--- config.mk ---
export PLATFORM = sky130hd
export DESIGN_NAME = dds_phase_ctrl
export DESIGN_NICKNAME = d
export VERILOG_FILES = /design/src/rtl/dds_phase_ctrl.sv
export SDC_FILE = /design/constraint.sdc
export NUM_CORES = 1
export LEC_CHECK = 0
export CAP_MARGIN = 10
export CORE_MARGIN = 2
export CORE_UTILIZATION = 55
export CTS_CLUSTER_SIZE = 16
export DETAILED_ROUTE_END_ITERATION = 12
export PLACE_DENSITY = 0.76
export SYNTH_ARGS = -nofsm -noshare
export SYNTH_HDL_FRONTEND = slang
export SYNTH_SLANG_ARGS = --single-unit
--- constraint.sdc ---
create_clock -name clk -period 5.7 [get_ports clk]
set_input_delay 0.855 -clock clk [delete_from_list [all_inputs] [get_ports clk]]
set_output_delay 0.855 -clock clk [all_outputs]
set_load 0.005 [all_outputs]
--- src/rtl/dds_phase_ctrl.sv ---
// Phase sequencer for the sine ROM: modulo-TABLE_LEN fractional accumulator, start/stop/burst FSM, sample re-timing.
// Optional build macro DDS_PHASE_OFFSET_EN adds a latched phase offset input (cfg_offset).
module dds_phase_ctrl #(
    parameter int TABLE_LEN = 10000,
    parameter int PHASE_W   = 14,
    parameter int FRAC_W    = 8,
    parameter int STEP_W    = 22,
    parameter int CNT_W     = 16,
    parameter int DATA_W    = 12
) (
    input  logic               clk,
    input  logic               rst,
    input  logic               cfg_valid,
    output logic               cfg_ready,
    input  logic [STEP_W-1:0]  cfg_step,
    input  logic [CNT_W-1:0]   cfg_cycles,
`ifdef DDS_PHASE_OFFSET_EN
    input  logic [PHASE_W-1:0] cfg_offset,
`endif
    input  logic               start,
    input  logic               stop,
    output logic [PHASE_W-1:0] phase,
    input  logic [DATA_W-1:0]  rom_value,
    output logic [DATA_W-1:0]  sample,
    output logic               sample_valid,
    output logic               busy,
    output logic               done
);
    localparam logic [STEP_W:0] LIMIT = (STEP_W+1)'(TABLE_LEN * (2 ** FRAC_W));

    typedef enum logic [1:0] {ST_IDLE = 2'd0, ST_RUN = 2'd1, ST_DRAIN = 2'd2} state_t;

    state_t              r_state;
    state_t              w_state_next;
    logic [STEP_W-1:0]   r_acc;
    logic [STEP_W-1:0]   r_step;
    logic [CNT_W-1:0]    r_cycles;
    logic [CNT_W-1:0]    r_count;
    logic [PHASE_W-1:0]  r_phase;
    logic [DATA_W-1:0]   r_sample;
    logic                r_sample_valid;
    logic                r_done;

    logic [STEP_W:0]     w_sum;
    logic                w_wrap;
    logic                w_burst_end;
    logic [STEP_W-1:0]   w_acc_adv;
    logic [STEP_W-1:0]   w_cfg_step_sat;
    logic [CNT_W-1:0]    w_count_inc;
    logic [PHASE_W-1:0]  w_acc_int;
    logic [PHASE_W-1:0]  w_phase_run;
    logic [PHASE_W-1:0]  w_phase_first;

    // Sum is one bit wider than the accumulator so the wrap compare cannot overflow.
    assign w_sum          = {1'b0, r_acc} + {1'b0, r_step};
    assign w_wrap         = (w_sum >= LIMIT);
    assign w_acc_adv      = w_wrap ? STEP_W'(w_sum - LIMIT) : STEP_W'(w_sum);
    assign w_acc_int      = w_acc_adv[STEP_W-1:FRAC_W];
    assign w_count_inc    = r_count + CNT_W'(1);
    assign w_burst_end    = w_wrap && (r_cycles != '0) && (w_count_inc == r_cycles);
    assign w_cfg_step_sat = ({1'b0, cfg_step} >= LIMIT) ? STEP_W'(LIMIT - 1) : cfg_step;

`ifdef DDS_PHASE_OFFSET_EN
    localparam logic [PHASE_W:0] TLEN = (PHASE_W+1)'(TABLE_LEN);

    logic [PHASE_W-1:0]  r_offset;
    logic [PHASE_W-1:0]  w_cfg_offset_red;
    logic [PHASE_W:0]    w_phase_sum;

    assign w_cfg_offset_red = ({1'b0, cfg_offset} >= TLEN) ? PHASE_W'({1'b0, cfg_offset} - TLEN) : cfg_offset;
    assign w_phase_sum      = {1'b0, w_acc_int} + {1'b0, r_offset};
    assign w_phase_run      = (w_phase_sum >= TLEN) ? PHASE_W'(w_phase_sum - TLEN) : PHASE_W'(w_phase_sum);
    assign w_phase_first    = cfg_valid ? w_cfg_offset_red : r_offset;

    always_ff @(posedge clk) begin
        if (rst) begin
            r_offset <= '0;
        end else if (r_state == ST_IDLE && cfg_valid) begin
            r_offset <= w_cfg_offset_red;
        end
    end
`else
    assign w_phase_run   = w_acc_int;
    assign w_phase_first = '0;
`endif

    always_ff @(posedge clk) begin
        if (rst) begin
            r_state <= ST_IDLE;
        end else begin
            r_state <= w_state_next;
        end
    end

    always_comb begin
        w_state_next = r_state;
        case (r_state)
            ST_IDLE:  if (start) w_state_next = ST_RUN;
            ST_RUN:   if (stop || w_burst_end) w_state_next = ST_DRAIN;
            ST_DRAIN: w_state_next = ST_IDLE;
            default:  w_state_next = ST_IDLE;
        endcase
    end

    always_comb begin
        cfg_ready = 1'b0;
        busy      = 1'b0;
        case (r_state)
            ST_IDLE:  cfg_ready = 1'b1;
            ST_RUN:   busy = 1'b1;
            ST_DRAIN: busy = 1'b1;
            default:  cfg_ready = 1'b0;
        endcase
    end

    always_ff @(posedge clk) begin
        if (rst) begin
            r_acc          <= '0;
            r_step         <= '0;
            r_cycles       <= '0;
            r_count        <= '0;
            r_phase        <= '0;
            r_sample       <= '0;
            r_sample_valid <= 1'b0;
            r_done         <= 1'b0;
        end else begin
            // Every RUN cycle presents a phase, so its ROM word is captured on the following edge.
            r_sample_valid <= (r_state == ST_RUN);
            r_done         <= (r_state == ST_RUN) && (w_state_next == ST_DRAIN);
            if (r_state == ST_RUN) begin
                r_sample <= rom_value;
            end
            case (r_state)
                ST_IDLE: begin
                    if (cfg_valid) begin
                        r_step   <= w_cfg_step_sat;
                        r_cycles <= cfg_cycles;
                    end
                    if (start) begin
                        r_acc   <= '0;
                        r_count <= '0;
                        r_phase <= w_phase_first;
                    end else begin
                        r_phase <= '0;
                    end
                end
                ST_RUN: begin
                    r_acc <= w_acc_adv;
                    if (w_wrap) begin
                        r_count <= w_count_inc;
                    end
                    // The wrapped phase at burst end is never shown.
                    r_phase <= (w_state_next == ST_RUN) ? w_phase_run : '0;
                end
                default: r_phase <= '0;
            endcase
        end
    end

    assign phase        = r_phase;
    assign sample       = r_sample;
    assign sample_valid = r_sample_valid;
    assign done         = r_done;
endmodule

==> metrics.txt <==
# TYPE chip_impl_metric gauge
chip_impl_info{name="synth_area_leaders",value="dfxtp_1 35%, nor2_1 6.3%, ha_1 5.6%, nand2_1 5.5%, a21oi_1 4.8%"} 1
chip_impl_metric{name="number_of_cell_rows",unit=""} 38
chip_impl_metric{name="grt_pass1_vias",unit=""} 5205
chip_impl_metric{name="fmax",unit="MHz"} 198
chip_impl_metric{name="drt-vias-per-instance",unit=""} 5.96
chip_impl_info{name="tritoncts",value="yes"} 1
chip_impl_metric{name="clock_latency",unit="ns"} 0.38
chip_impl_metric{name="postCtsHoldBufs",unit=""} 0
chip_impl_metric{name="diode_insertion_count_for_antenna_repair",unit=""} 0
chip_impl_metric{name="synth_compound_gate_area_share",unit=""} 0.215
chip_impl_metric{name="iteration_count_of_the_initial_detailed_routing_pass",unit=""} 5
chip_impl_metric{name="vias",unit=""} 5642
chip_impl_metric{name="nets",unit=""} 885
chip_impl_metric{name="critical_path_required",unit="ns"} 6.02
chip_impl_metric{name="final_layout_size_suffix_gt1_frac",unit=""} 0.0521
chip_impl_metric{name="power_leakage",unit="nW"} 2.69
chip_impl_metric{name="peakVddDrop",unit="mV"} 0.236
chip_impl_metric{name="ios",unit=""} 85
chip_impl_info{name="critical_path_class",value="reg2reg"} 1
chip_impl_metric{name="fin_crit",unit="ns"} 5.06
chip_impl_info{name="netlist.top_cell.by_area",value="dfxtp_1"} 1
chip_impl_metric{name="area_of_the_die",unit="sq mm"} 0.0118
chip_impl_info{name="dominant_combinational_cell_family_by_area_after_synthesis",value="simple AND/OR/NAND/NOR gates"} 1
chip_impl_metric{name="muxShareOfSynthArea",unit=""} 0.0350
chip_impl_metric{name="synth-simple-area-share",unit=""} 0.234
chip_impl_info{name="result_of_the_run",value="finished clean"} 1
chip_impl_info{name="worstSetupEndpointType",value="register"} 1
chip_impl_metric{name="syn_to_final_growth",unit="%"} 17.1
chip_impl_metric{name="place_congestion",unit=""} 0.906
chip_impl_metric{name="synth-adder-area-share",unit=""} 0.0593
chip_impl_metric{name="yosysSeqAreaShare",unit=""} 0.352
chip_impl_metric{name="syn_inst",unit=""} 748
chip_impl_info{name="unrepaired_setup_endpoints_after_global_routing",value="false"} 1
chip_impl_metric{name="timing_hold_violations_final",unit=""} 0
chip_impl_metric{name="synthDominantCellAreaShare",unit=""} 0.352
chip_impl_metric{name="antenna_violating_nets_post_route",unit=""} 0
chip_impl_metric{name="syn_avg_cell_area",unit="sq um"} 8.07
chip_impl_metric{name="setup_viol",unit=""} 0
chip_impl_metric{name="core-area",unit="sq mm"} 0.0108
chip_impl_metric{name="die_width",unit="um"} 109
chip_impl_metric{name="synth.yosys.warnings",unit=""} 0
chip_impl_metric{name="ys_ff_latch",unit=""} 106
chip_impl_metric{name="cts-root-to-sink-buffers",unit=""} 2
chip_impl_metric{name="globalRoute.totalOverflow",unit=""} 0
chip_impl_metric{name="detail_route.wl_per_cell",unit="um"} 16.9
chip_impl_metric{name="synth_enable_flop_cells",unit=""} 0
chip_impl_info{name="holdCritPathClass",value="reg2reg"} 1
chip_impl_info{name="timing.critical_path.from_type",value="register"} 1
chip_impl_metric{name="drt_iter0_markers",unit=""} 338
chip_impl_metric{name="placedCellCount",unit=""} 930
chip_impl_metric{name="totalNegativeSetupSlack",unit="ns"} 0
chip_impl_metric{name="die_y_extent",unit="um"} 109
chip_impl_metric{name="cts-resized-gates",unit=""} 0
chip_impl_metric{name="timing.max_slew.rel_slack",unit=""} 0.390
chip_impl_metric{name="instances_no_fill",unit=""} 946
chip_impl_info{name="clock-root-buffer",value="clkbuf_8"} 1
chip_impl_metric{name="antenna_violations_before_repair",unit=""} 0
chip_impl_metric{name="route.detailed.drc",unit=""} 0
chip_impl_info{name="synthTopCellsByCount",value="106 x dfxtp_1, 102 x nor2_1, 89 x nand2_1"} 1
chip_impl_metric{name="grt_start_max_net_pins",unit=""} 73
chip_impl_metric{name="max_clock_skew",unit="ns"} 0.0149
chip_impl_metric{name="synth_xor_area_frac",unit=""} 0.0639
chip_impl_info{name="dominantRegCellSynth",value="dfxtp_1"} 1
chip_impl_metric{name="worst-slew-pin-transition",unit="ns"} 0.913
chip_impl_metric{name="report.final.slew_viol_count",unit=""} 0
chip_impl_metric{name="cts_bufs_inserted",unit=""} 9
chip_impl_metric{name="cts_num_sinks",unit=""} 106
chip_impl_metric{name="syn_area",unit="sq mm"} 0.00603
chip_impl_metric{name="drt_wl_total",unit="um"} 16000
chip_impl_metric{name="count_of_max_cap_constraint_violations",unit=""} 0
chip_impl_info{name="yosys.cell_count.top_type",value="dfxtp_1"} 1
chip_impl_metric{name="post-route-period-util",unit=""} 0.887
chip_impl_metric{name="synth-async-reset-ratio",unit=""} 0
chip_impl_metric{name="area_of_all_placed_cells_without_fillers",unit="sq mm"} 0.00707
chip_impl_metric{name="postSynthNetCount",unit=""} 831
chip_impl_metric{name="cts_setup_buffers",unit=""} 0
chip_impl_metric{name="pwr_density_cell",unit="mW/mm^2"} 232
chip_impl_metric{name="place.detailed.hpwl",unit="um"} 12000
chip_impl_metric{name="grt_usage",unit=""} 0.269
chip_impl_metric{name="grt_pass1_wl",unit="um"} 25000
chip_impl_metric{name="arrival",unit="ns"} 5.38
chip_impl_metric{name="netlist-cell-type-count",unit=""} 71
chip_impl_metric{name="ctsHtreeMaxLevel",unit=""} 3
chip_impl_metric{name="worst-path-max-fanout",unit=""} 21
chip_impl_metric{name="clk_transition_reported_paths",unit="ns"} 0.09
chip_impl_metric{name="dpl_cell_area",unit="sq mm"} 0.00686
chip_impl_metric{name="buffer_ports.inserted",unit=""} 84
chip_impl_metric{name="starting_density_of_the_core",unit=""} 0.559
[logic make-up after synthesis]
kind of cell    after synthesis
xor+xnor                     44
simple gates                303
flops                       106
buf+inv                      55
fa+ha+maj                    28
mux                          21
compound gates              191
[registers in the layout, summed over array words and instances (netlist names)]
| signal | count |
|---|---|
| done | 1 |
| sample_valid | 1 |
| r_count | 16 |
| sample | 12 |
| r_step | 22 |
| phase | 14 |
| r_state | 2 |
| r_cycles | 16 |
| r_acc | 22 |
[per-layer routing]
| layer | routed length [um] | vias to the layer above | track usage | share of wire |
|---|---|---|---|---|
| li1 | - | 2788 | - | - |
| met5 | 0 | - | 0 | 0 |
| met1 | 7010 | 2662 | 0.337 | 0.44 |
| met4 | 290 | 0 | 0.0852 | 0.018 |
| met2 | 7790 | 166 | 0.465 | 0.49 |
| met3 | 872 | 26 | 0.0550 | 0.055 |
[stage by stage]
step	power (mW)	util	worst slack, ns	hold slack, ns
6_report	1.64	0.655	0.643	0.479
5_1_grt	1.71	0.655	0.296	0.508
4_1_cts	1.65	0.654	0.696	0.475
3_5_place_dp	1.15	0.635	0.733	0.458
3_3_place_gp	1.14	0.635	0.909	0.441
2_1_floorplan	1.02	-	1.45	0.432
[final cells by class]
| class | instances | area, sq um |
|---|---|---|
| flip-flops and latches | 106 | 2120 |
| inverters | 11 | 41.3 |
| well taps | 140 | 175 |
| repair buffers | 87 | 858 |
| clock buffers | 10 | 128 |
| fillers | 922 | 3720 |
| clock inverters | 5 | 78.8 |
| multi-input cells | 587 | 3670 |
[worst paths after layout]
check | to | depth (start not counted) | slack [ns] | from
setup reg to reg | r_count[9]$_SDFFE_PP0P_ | 16 | 0.64 | r_acc[0]$_SDFFE_PP0P_
setup / recovery | r_count[9]$_SDFFE_PP0P_ | 16 | 0.64 | r_acc[0]$_SDFFE_PP0P_
hold / removal | r_step[21]$_SDFFE_PP0P_ | 2 | 0.48 | r_step[21]$_SDFFE_PP0P_
hold reg to reg | r_step[21]$_SDFFE_PP0P_ | 2 | 0.48 | r_step[21]$_SDFFE_PP0P_
[cell usage in the layout, fill, tap and decap left out, drive strengths merged, types with 10 or more instances in the layout]
master / n
a211oi: 11
a21o: 14
a21oi: 61
a22oi: 11
clkbuf: 10
clkdlybuf4s50: 83
dfxtp: 106
ha: 27
inv: 12
mux2i: 20
nand2: 89
nand3: 19
nand4: 16
nor2: 102
nor3: 21
o21ai: 38
xnor2: 32
xor2: 12
[report_power, final]
| part | internal, mW | switching [mW] | total (mW) |
|---|---|---|---|
| registers | 0.776 | 0.0256 | 0.802 |
| logic | 0.144 | 0.187 | 0.332 |
| clock network | 0.246 | 0.259 | 0.505 |
| total | 1.17 | 0.472 | 1.64 |
[critical path: stages (launching register included)]
cell and delay (ns):
dfxtp_1 0.32, ha_1 0.22, fa_1 0.41, a21o_1 0.21, a221o_2 0.41, a21oi_1 0.38, xor2_1 0.20, inv_1 0.14
ha_1 0.17, nand3_1 0.07, nor4_1 0.28, o2111ai_1 0.16, or4_4 0.58, a21o_1 0.34, a21oi_2 0.72, and3_1 0.27
a221o_1 0.11
Note: power is estimated with default switching activity, not from simulation.
